$ cat src/rtl/mem_seq_pkg.sv
// Shared types for the memory request sequencer: FSM state encoding and the
// request payload carried through the request FIFO.
package mem_seq_pkg;

    localparam int unsigned ADDR_W = 32;
    localparam int unsigned DATA_W = 8;

    typedef enum logic [1:0] {
        IDLE  = 2'd0,
        ISSUE = 2'd1,
        WAIT  = 2'd2,
        RESP  = 2'd3
    } seq_state_t;

    typedef struct packed {
        logic [ADDR_W-1:0] addr;
        logic [DATA_W-1:0] wdata;
        logic              we;
    } mem_req_t;

endpackage

$ cat src/rtl/mem_req_sequencer_if.sv
// Request, response and controller-command signals of the memory request sequencer.
// The slave modport is the sequencer's view; master is the surrounding environment.
interface mem_req_sequencer_if #(
    parameter int unsigned ADDR_WIDTH = 32,
    parameter int unsigned DATA_WIDTH = 8
);
    logic                  req_valid;
    logic                  req_ready;
    logic [ADDR_WIDTH-1:0] req_addr;
    logic [DATA_WIDTH-1:0] req_wdata;
    logic                  req_we;

    logic                  rsp_valid;
    logic                  rsp_ready;
    logic [DATA_WIDTH-1:0] rsp_rdata;

    logic [ADDR_WIDTH-1:0] mem_addr;
    logic [DATA_WIDTH-1:0] mem_data_in;
    logic                  mem_wr_en;
    logic [DATA_WIDTH-1:0] mem_data_out;

    modport slave (
        input  req_valid, req_addr, req_wdata, req_we, rsp_ready, mem_data_out,
        output req_ready, rsp_valid, rsp_rdata, mem_addr, mem_data_in, mem_wr_en
    );

    modport master (
        output req_valid, req_addr, req_wdata, req_we, rsp_ready, mem_data_out,
        input  req_ready, rsp_valid, rsp_rdata, mem_addr, mem_data_in, mem_wr_en
    );
endinterface

$ cat src/rtl/mem_req_sequencer_fifo.sv
// Synchronous request FIFO; pointers carry one extra wrap bit so full and
// empty are told apart without a separate occupancy counter.
module mem_req_fifo
    import mem_seq_pkg::*;
#(
    parameter int unsigned DEPTH = 4
) (
    input  logic     clk,
    input  logic     rst,
    input  logic     push,
    input  logic     pop,
    input  mem_req_t wr_req,
    output mem_req_t rd_req_c,
    output logic     full_c,
    output logic     empty_c
);
    localparam int unsigned IDX_W = $clog2(DEPTH);
    localparam int unsigned PTR_W = IDX_W + 1;

    logic [PTR_W-1:0] wr_ptr_q, wr_ptr_d;
    logic [PTR_W-1:0] rd_ptr_q, rd_ptr_d;
    mem_req_t         mem_q [DEPTH];
    logic             do_push;
    logic             do_pop;

    assign full_c  = (wr_ptr_q[PTR_W-1] != rd_ptr_q[PTR_W-1]) &&
                     (wr_ptr_q[IDX_W-1:0] == rd_ptr_q[IDX_W-1:0]);
    assign empty_c = (wr_ptr_q == rd_ptr_q);
    assign do_push = push && !full_c;
    assign do_pop  = pop && !empty_c;
    assign rd_req_c = mem_q[rd_ptr_q[IDX_W-1:0]];

    always_comb begin
        wr_ptr_d = wr_ptr_q;
        rd_ptr_d = rd_ptr_q;
        if (do_push) wr_ptr_d = wr_ptr_q + PTR_W'(1);
        if (do_pop)  rd_ptr_d = rd_ptr_q + PTR_W'(1);
    end

    always_ff @(posedge clk or negedge rst) begin
        if (!rst) begin
            wr_ptr_q <= '0;
            rd_ptr_q <= '0;
        end else begin
            wr_ptr_q <= wr_ptr_d;
            rd_ptr_q <= rd_ptr_d;
        end
    end

    // Storage needs no reset: entries are only visible between the pointers.
    always_ff @(posedge clk) begin
        if (do_push) mem_q[wr_ptr_q[IDX_W-1:0]] <= wr_req;
    end

endmodule

$ cat src/rtl/mem_req_sequencer.sv
// Memory request sequencer: buffers requests, issues one command at a time to
// the controller and returns read data. MEM_SEQ_WRITE_ACK_EN adds a zero-data
// response for every write.
module mem_req_sequencer
    import mem_seq_pkg::*;
#(
    parameter int unsigned ADDR_WIDTH = ADDR_W,
    parameter int unsigned DATA_WIDTH = DATA_W,
    parameter int unsigned FIFO_DEPTH = 4,
    parameter int unsigned RD_LATENCY = 1
) (
    input  logic                  clk,
    input  logic                  rst,
    mem_req_sequencer_if.slave    bus,
    output logic                  busy
);
    localparam int unsigned LAT_W = (RD_LATENCY > 1) ? $clog2(RD_LATENCY) : 1;

    seq_state_t            state_q, state_d;
    logic [ADDR_WIDTH-1:0] iss_addr_q, iss_addr_d;
    logic [DATA_WIDTH-1:0] iss_data_q, iss_data_d;
    logic                  iss_we_q, iss_we_d;
    logic                  wr_en_q, wr_en_d;
    logic [LAT_W-1:0]      lat_cnt_q, lat_cnt_d;
    logic [DATA_WIDTH-1:0] rdata_q, rdata_d;
    logic                  rsp_valid_q, rsp_valid_d;

    mem_req_t fifo_wr;
    mem_req_t fifo_head;
    logic     fifo_full;
    logic     fifo_empty;
    logic     pop_c;

    assign fifo_wr = '{addr:  ADDR_W'(bus.req_addr),
                       wdata: DATA_W'(bus.req_wdata),
                       we:    bus.req_we};
    assign pop_c   = (state_q == IDLE) && !fifo_empty;

    mem_req_fifo #(
        .DEPTH (FIFO_DEPTH)
    ) u_fifo (
        .clk      (clk),
        .rst      (rst),
        .push     (bus.req_valid),
        .pop      (pop_c),
        .wr_req   (fifo_wr),
        .rd_req_c (fifo_head),
        .full_c   (fifo_full),
        .empty_c  (fifo_empty)
    );

    always_ff @(posedge clk or negedge rst) begin
        if (!rst) state_q <= IDLE;
        else      state_q <= state_d;
    end

    always_comb begin
        state_d = state_q;
        case (state_q)
            IDLE:  if (!fifo_empty) state_d = ISSUE;
            ISSUE: begin
                if (!iss_we_q) state_d = WAIT;
`ifdef MEM_SEQ_WRITE_ACK_EN
                else           state_d = RESP;
`else
                else           state_d = IDLE;
`endif
            end
            WAIT:  if (lat_cnt_q == '0) state_d = RESP;
            RESP:  if (bus.rsp_ready) state_d = IDLE;
            default: state_d = IDLE;
        endcase
    end

    // Next values of the issue, latency and response registers.
    always_comb begin
        iss_addr_d  = iss_addr_q;
        iss_data_d  = iss_data_q;
        iss_we_d    = iss_we_q;
        wr_en_d     = 1'b0;
        lat_cnt_d   = lat_cnt_q;
        rdata_d     = rdata_q;
        rsp_valid_d = 1'b0;
        case (state_q)
            IDLE: begin
                if (!fifo_empty) begin
                    iss_addr_d = ADDR_WIDTH'(fifo_head.addr);
                    iss_data_d = DATA_WIDTH'(fifo_head.wdata);
                    iss_we_d   = fifo_head.we;
                    wr_en_d    = fifo_head.we;
                end
            end
            ISSUE: begin
                if (!iss_we_q) lat_cnt_d = LAT_W'(RD_LATENCY - 1);
`ifdef MEM_SEQ_WRITE_ACK_EN
                else begin
                    rdata_d     = '0;
                    rsp_valid_d = 1'b1;
                end
`endif
            end
            WAIT: begin
                if (lat_cnt_q == '0) begin
                    rdata_d     = DATA_WIDTH'(bus.mem_data_out);
                    rsp_valid_d = 1'b1;
                end else begin
                    lat_cnt_d = lat_cnt_q - LAT_W'(1);
                end
            end
            RESP: rsp_valid_d = !bus.rsp_ready;
            default: ;
        endcase
    end

    always_ff @(posedge clk or negedge rst) begin
        if (!rst) begin
            iss_addr_q  <= '0;
            iss_data_q  <= '0;
            iss_we_q    <= 1'b0;
            wr_en_q     <= 1'b0;
            lat_cnt_q   <= '0;
            rdata_q     <= '0;
            rsp_valid_q <= 1'b0;
        end else begin
            iss_addr_q  <= iss_addr_d;
            iss_data_q  <= iss_data_d;
            iss_we_q    <= iss_we_d;
            wr_en_q     <= wr_en_d;
            lat_cnt_q   <= lat_cnt_d;
            rdata_q     <= rdata_d;
            rsp_valid_q <= rsp_valid_d;
        end
    end

    assign bus.req_ready   = !fifo_full;
    assign bus.mem_addr    = iss_addr_q;
    assign bus.mem_data_in = iss_data_q;
    assign bus.mem_wr_en   = wr_en_q;
    assign bus.rsp_valid   = rsp_valid_q;
    assign bus.rsp_rdata   = rdata_q;
    assign busy            = (state_q != IDLE) || !fifo_empty;

endmodule

$ cat src/flat_wrapper.sv
// flat-port wrapper written by rule: the top's interface ports become plain ports
module mem_req_sequencer_flat import mem_seq_pkg::*;
#(
    parameter int unsigned ADDR_WIDTH = ADDR_W,
    parameter int unsigned DATA_WIDTH = DATA_W,
    parameter int unsigned FIFO_DEPTH = 4,
    parameter int unsigned RD_LATENCY = 1
)
  (clk, rst, busy, bus_req_valid, bus_req_addr, bus_req_wdata, bus_req_we, bus_rsp_ready, bus_mem_data_out, bus_req_ready, bus_rsp_valid, bus_rsp_rdata, bus_mem_addr, bus_mem_data_in, bus_mem_wr_en);
  mem_req_sequencer_if #(.ADDR_WIDTH(ADDR_WIDTH), .DATA_WIDTH(DATA_WIDTH)) bus_i ();
  input  logic clk;
  input  logic rst;
  output logic busy;
  input wire logic [$bits(bus_i.req_valid)-1:0] bus_req_valid;
  input wire logic [$bits(bus_i.req_addr)-1:0] bus_req_addr;
  input wire logic [$bits(bus_i.req_wdata)-1:0] bus_req_wdata;
  input wire logic [$bits(bus_i.req_we)-1:0] bus_req_we;
  input wire logic [$bits(bus_i.rsp_ready)-1:0] bus_rsp_ready;
  input wire logic [$bits(bus_i.mem_data_out)-1:0] bus_mem_data_out;
  output wire logic [$bits(bus_i.req_ready)-1:0] bus_req_ready;
  output wire logic [$bits(bus_i.rsp_valid)-1:0] bus_rsp_valid;
  output wire logic [$bits(bus_i.rsp_rdata)-1:0] bus_rsp_rdata;
  output wire logic [$bits(bus_i.mem_addr)-1:0] bus_mem_addr;
  output wire logic [$bits(bus_i.mem_data_in)-1:0] bus_mem_data_in;
  output wire logic [$bits(bus_i.mem_wr_en)-1:0] bus_mem_wr_en;
  assign bus_i.req_valid = bus_req_valid;
  assign bus_i.req_addr = bus_req_addr;
  assign bus_i.req_wdata = bus_req_wdata;
  assign bus_i.req_we = bus_req_we;
  assign bus_i.rsp_ready = bus_rsp_ready;
  assign bus_i.mem_data_out = bus_mem_data_out;
  assign bus_req_ready = bus_i.req_ready;
  assign bus_rsp_valid = bus_i.rsp_valid;
  assign bus_rsp_rdata = bus_i.rsp_rdata;
  assign bus_mem_addr = bus_i.mem_addr;
  assign bus_mem_data_in = bus_i.mem_data_in;
  assign bus_mem_wr_en = bus_i.mem_wr_en;
  mem_req_sequencer #(.ADDR_WIDTH(ADDR_WIDTH), .DATA_WIDTH(DATA_WIDTH), .FIFO_DEPTH(FIFO_DEPTH), .RD_LATENCY(RD_LATENCY)) u_core (.clk(clk), .rst(rst), .bus(bus_i), .busy(busy));
endmodule
$ cat config.mk
export PLATFORM = sky130hd
export DESIGN_NAME = mem_req_sequencer_flat
export DESIGN_NICKNAME = d
export VERILOG_FILES = /design/src/rtl/mem_seq_pkg.sv /design/src/rtl/mem_req_sequencer_if.sv /design/src/rtl/mem_req_sequencer_fifo.sv /design/src/rtl/mem_req_sequencer.sv /design/src/flat_wrapper.sv
export SDC_FILE = /design/constraint.sdc
export NUM_CORES = 1
export LEC_CHECK = 0
export CORE_MARGIN = 5
export CORE_UTILIZATION = 25
export CTS_CLUSTER_SIZE = 40
export DETAILED_ROUTE_END_ITERATION = 6
export PLACE_DENSITY = 0.51
export SYNTH_ARGS = -nofsm -noshare
export SYNTH_HDL_FRONTEND = slang
export SYNTH_SLANG_ARGS = --single-unit
$ cat constraint.sdc
create_clock -name clk -period 2.5 [get_ports clk]
set_input_delay 0.25 -clock clk [delete_from_list [all_inputs] [get_ports clk]]
set_output_delay 0.25 -clock clk [all_outputs]
set_load 0.02 [all_outputs]
# Word-level counts from Yosys, hierarchy flattened
# Memories as Yosys holds them, arrays and structs flattened.
# Index checks and enable logic that the tools add are counted.
[totals]
ff_bits = 60
latch_bits = 0
mem_bits_rw = 164
rom_bits = 0
inputBits = 53
output_inout_bits = 52
word_cells = 55
mem_count = 1
[classes]
add_sub_neg = 3
n_mul = 0
div_mod_pow = 0
magnitude_cmp = 0
eq_ne = 10
shift = 0
muxes = 14
bitwise_logic = 2
n_reduce_logical = 15
[memory_table]
columns = ["name", "depth", "word_bits", "read_ports", "rd_ports_with_merged_regs", "write_ports", "line_no", "rtl"]
rows = [
  ["u_core.u_fifo.mem_q", 4, 41, 1, 0, 1, "mem_req_sequencer_fifo.sv:22", "mem_req_t mem_q [DEPTH];"],
]
[ops]
columns = ["cell", "n"]
rows = [
  ["$mux W2", 4],
  ["$ne A2 B2 Y1 const B", 4],
  ["$pmux W2 S4", 1],
  ["$mux W1", 7],
  ["$add A3 B1 Y3 const B", 2],
  ["$reduce_and A2 Y1", 3],
  ["$eq A2 B2 Y1 const B", 2],
  ["$logic_and A1 B1 Y1", 4],
  ["$pmux W1 S2", 2],
  ["$reduce_bool A2 Y1", 2],
  ["$eq A3 B3 Y1", 1],
  ["$logic_not A1 Y1", 3],
  ["$reduce_and A3 Y1", 1],
  ["$eq A2 B1 Y1 const B", 1],
  ["$eq A2 B2 Y1", 1],
  ["$logic_not A2 Y1", 1],
  ["$not A1 Y1", 2],
  ["$logic_or A1 B1 Y1", 1],
  ["$ne A1 B1 Y1", 1],
  ["$sub A1 B1 Y1 const B", 1],
]

# Logic depth before layout (Yosys ltp)
[logic_depth]
ltp_word = 6
mapped_depth = 6
mapped_depth_nobuf = 3

# By module
# From an unflattened synthesis, not the netlist that was laid out.
[hier_totals]
cells_unflattened = 381
hier_area_um2 = 8426.8
[modules_own_cells]
columns = ["mod", "n_inst", "cells_each", "area_each_um2", "seq_area_each_um2"]
rows = [
  ["mem_req_fifo", 1, 263, 6428.7, 5074.9],
  ["mem_req_sequencer", 1, 118, 1998.2, 1326.3],
]

# Worst setup path before layout
# Ideal clock, no wire load.
[synth_path]
path_type = "register -> register"
start = "reg u_core.u_fifo.rd_ptr_q[1]"
end = "mem u_core.u_fifo.mem_q[0][0] (netlist bit) (enable)"
setup_ps = 402
t_arrival_ps = 2006
required_time_ps = 2098
path_slack_ps = 92
stages_incl_launch_ff = 5
period_less_slack_ps = 2408
cell_sequence = "dfrtp_1 -> buf_2 -> xor2_2 -> o31a_1 -> and2_1"
[synth_between]
elab_chain_cells = 6
[synth_rtl]
columns = ["element", "line_no", "rtl"]
rows = [
  ["start: declaration", "mem_req_sequencer_fifo.sv:21", "logic [PTR_W-1:0] rd_ptr_q, rd_ptr_d;"],
  ["start signal: assignment", "mem_req_sequencer_fifo.sv:46", "rd_ptr_q <= rd_ptr_d;"],
  ["$eq A2 B2 Y1", "mem_req_sequencer_fifo.sv:27", "(wr_ptr_q[IDX_W-1:0] == rd_ptr_q[IDX_W-1:0]);"],
  ["$logic_and A1 B1 Y1", "mem_req_sequencer_fifo.sv:26", "assign full_c = (wr_ptr_q[PTR_W-1] != rd_ptr_q[PTR_W-1]) &&"],
  ["$logic_not A1 Y1", "mem_req_sequencer_fifo.sv:29", "assign do_push = push && !full_c;"],
  ["$logic_and A1 B1 Y1", "mem_req_sequencer_fifo.sv:29", ""],
  ["$mux W1", "mem_req_sequencer_fifo.sv:52", "if (do_push) mem_q[wr_ptr_q[IDX_W-1:0]] <= wr_req;"],
  ["$mux W1 (implied by the code)", "mem_req_sequencer_fifo.sv:52", ""],
  ["end: declaration", "mem_req_sequencer_fifo.sv:22", ""],
]
# Every way passes these cells.

# Worst setup path in the final report
[layout_path]
start = "reg u_core.u_fifo.rd_ptr_q[0]"
end = "out busy"
[layout_between]
elab_chain_cells = 3
[layout_rtl]
columns = ["element", "line_no", "rtl"]
rows = [
  ["$eq A3 B3 Y1", "mem_req_sequencer_fifo.sv:28", "assign empty_c = (wr_ptr_q == rd_ptr_q);"],
  ["$logic_not A1 Y1", "mem_req_sequencer.sv:141", "assign busy = (state_q != IDLE) || !fifo_empty;"],
  ["$logic_or A1 B1 Y1", "mem_req_sequencer.sv:141", ""],
  ["end: declaration", "flat_wrapper.sv:13", "output logic busy;"],
]
# Every way passes these cells.

==> metrics.yaml <==
outcome:
  status: "completed"
sta:
  fin_skew_ns: 0.0115
  timing.fmax_mhz: 424
  period_share_pct: 94.3
  setup_viol: 0
  hold_viol_final: 0
  fin_crit_ns: 2.36
  tightest_slew_ns: 0.843
  setup-tns-final_ns: 0
  rsz0062_at_grt: "false"
  finalMaxSlewViolations: 0
  maxSlewHeadroom_pct: 43.8
cells_and_area:
  synthToLayoutAreaGrowth_pct: 29.6
  layout_common_cells: "edfxtp_1, clkdlybuf4s50_1, dfrtp_1"
  final_common_cell: "edfxtp_1"
  fin_util_pct: 32.7
  drive_gt1_share_pct: 29.1
  fin_nets: 549
  num_antenna_cells: 0
logic_synthesis:
  yosysTopAreaCell: "edfxtp_1"
  syn_avg_cell_area_um2: 23.1
  ys_ff_latch: 223
  synth_xor_area_share_pct: 1.01
  yosys.area_share.simple_pct: 0.758
  ys_seq_area_share_pct: 76.0
  synth_fp_nets: 423
  netlist_area_mm2: 0.00842
  synthCells: 365
  yosysTopAreaCellShare_pct: 58.5
  ys_top_cells_by_area: "edfxtp_1, dfrtp_1, mux4_2, mux2_4, mux2_2"
  synth.area.mux_share_pct: 19.5
  yosysWarnings: 0
  synthAdderAreaFrac_pct: 0.743
  post_synth_num_cell_types: 24
  synth_compound_area_share_pct: 0.564
  synth_top_family_by_area: "multiplexers"
die:
  coreArea_mm2: 0.0334
  die_w_um: 194
  die_y_um: 194
  rows: 67
  pin_count: 105
  initial_core_util_pct: 25.2
  dieArea_mm2: 0.0375
setup_path:
  setup.worst_path.end_class: "output port"
  worstSetupPathDepth: 4
  path_class: "flop to output port"
  reg2reg_depth: 4
  path_max_fanout: 6
  start_kind: "flop"
  worstPathArrival_ns: 2.11
  worstReg2RegStart: "u_core.u_fifo.rd_ptr_q[0]"
  cpPeakStageDelay_ns: 0.57
  critical_path_buf_inv_count: 1
  cpLargestDelayFamily: "buffers and inverters"
  r2r_setup_slack_ns: 0.55
  crit_path_start: "u_core.u_fifo.rd_ptr_q[0]"
  cp_slowest_cell: "clkdlybuf4s50_1"
  path_cells: "xor2_2, nor3_1, nand2_1, clkdlybuf4s50_1"
  cp.required_ns: 2.25
  rr_endpoint: "u_core.u_fifo.mem_q[0][10]"
worst_hold_path:
  holdPathStages: 2
  min_path_type: "input port to flop"
  min_from: "bus_mem_data_out[4]"
  holdPathEnd: "u_core.bus.rsp_rdata[4]"
detailed_routing:
  drtPass1Iterations: 4
  dr_total_vias: 3857
  ant_nets: 0
  routed_wl_mm: 17.4
  avgRoutedWirePerCell_um: 18.2
  drt_iter0_drc: 75
  viasPerCell: 4.03
  drc: 0
grt:
  grt_pass1_vias: 4416
  antenna_found_initial: 1
  grt_usage_pct: 9.20
  grt_max_degree: 60
  grt.overflow.total: 0
  grt_pass1_wl_mm: 26.9
clock_network:
  postCtsSetupBuffers: 0
  cts_root_buf: "clkbuf_16"
  clkLatencyLatePin_ns: 0.51
  tritoncts: "built"
  cts.clk_slew.worst_paths_ns: 0.06
  cts_buffers: 24
  cts.sinks: 223
  h-tree-depth: 1
  clk_path_buf_depth: 3
placed_design:
  gp_congestion: 0.677
  io_buffers: 104
  dp_hpwl_mm: 10.9
power:
  p_leak_nw: 3.82
  power.density_mw_per_mm2: 1320
  peakVddDrop_v: 0.000614
job:
  cap_viol_max_count: 0
[per-layer routing]
layer  part of all wire (%)  wire (um)  GRT usage (%)
met1                     42       7270           11.3
met2                     51       8840           16.1
met3                    5.3        918           2.37
met4                    2.1        370           2.39
met5                  0.075         13              0
[worst max path at each step]
stage,slack (ns),endpoint
3_5_place_dp,0.52,u_core.u_fifo.mem_q[0][31]
5_1_grt,0.01,busy
6_report,0.14,busy
2_1_floorplan,0.09,u_core.u_fifo.mem_q[0][0]
4_1_cts,0.03,bus_req_ready
3_3_place_gp,0.56,u_core.u_fifo.mem_q[0][27]
[flip-flops by register name, indices dropped and copies added (netlist names), named ones only]
name,cells
u_core.u_fifo.mem_q,164
u_core.bus.mem_addr,32
u_core.bus.mem_data_in,8
u_core.bus.rsp_rdata,8
u_core.u_fifo.rd_ptr_q,3
u_core.u_fifo.wr_ptr_q,3
u_core.bus.mem_wr_en,1
u_core.bus.rsp_valid,1
u_core.iss_we_q,1
u_core.state_q,1
[final cells by class]
cell class | instances | area (um2)
fill | 3240 | 22400
timing repair buffer | 116 | 1210
inverter | 3 | 11.3
multi-input combinational | 123 | 1910
clock inverter | 12 | 135
sequential | 223 | 6410
tap | 448 | 561
clock buffer | 32 | 692
[cells in the mapped netlist]
cell	instances
buf_6	6
xor2_2	2
mux2_2	9
mux2_4	38
nor2b_1	1
and2_1	4
xor2_1	4
nor3_1	1
mux4_2	41
mux2_1	4
nand2_1	3
edfxtp_1	164
nand2b_1	1
buf_2	5
ha_1	5
xnor2_1	2
or3_1	1
o21ai_0	2
nor2_1	1
dfrtp_1	59
o311a_1	2
inv_1	3
o31a_1	2
clkbuf_1	5
[worst reg2reg max path, stage by stage (launching register included)]
cell and delay [ns]:
dfrtp_4 0.50, xor2_2 0.29, o31a_1 0.29, and2_2 0.32
buf_12 0.25
[kinds of logic (layout without fill, tap and decap cells)]
kind of cell,Yosys count,in the layout
compound gates,6,6
xor+xnor,8,8
fa+ha+maj,5,5
buf+inv,19,163
flops,223,223
mux,92,92
simple gates,12,12
[where the power goes]
group / internal (mW) / switching [mW]
clock: 2.25 / 1.38
sequential: 5.18 / 0.465
combinational: 2.73 / 2.38
[through the flow]
stage / worst slack, ns / cell area [um2] / power [mW] / cells / hold slack, ns
final: 0.142 / 10900 / 14.4 / 957 / 0.362
after global routing: 0.0120 / 10900 / 15.2 / 957 / 0.335
after CTS: 0.0317 / 10900 / 14.7 / 957 / 0.319
after floorplan: 0.0916 / 8420 / 9.03 / 365 / -0.0456
after detailed placement: 0.523 / 10100 / 11.0 / 912 / 0.435
after global placement: 0.560 / 10100 / 10.9 / 912 / 0.418
[what timing repair did]
item | in CTS | in global routing
hold buffers | 1 | 0
setup endpoints to repair | 0 | 1
gates resized for setup | 0 | 1
hold endpoints to repair | 59 | 0
Note: power is estimated with default switching activity, not from simulation.
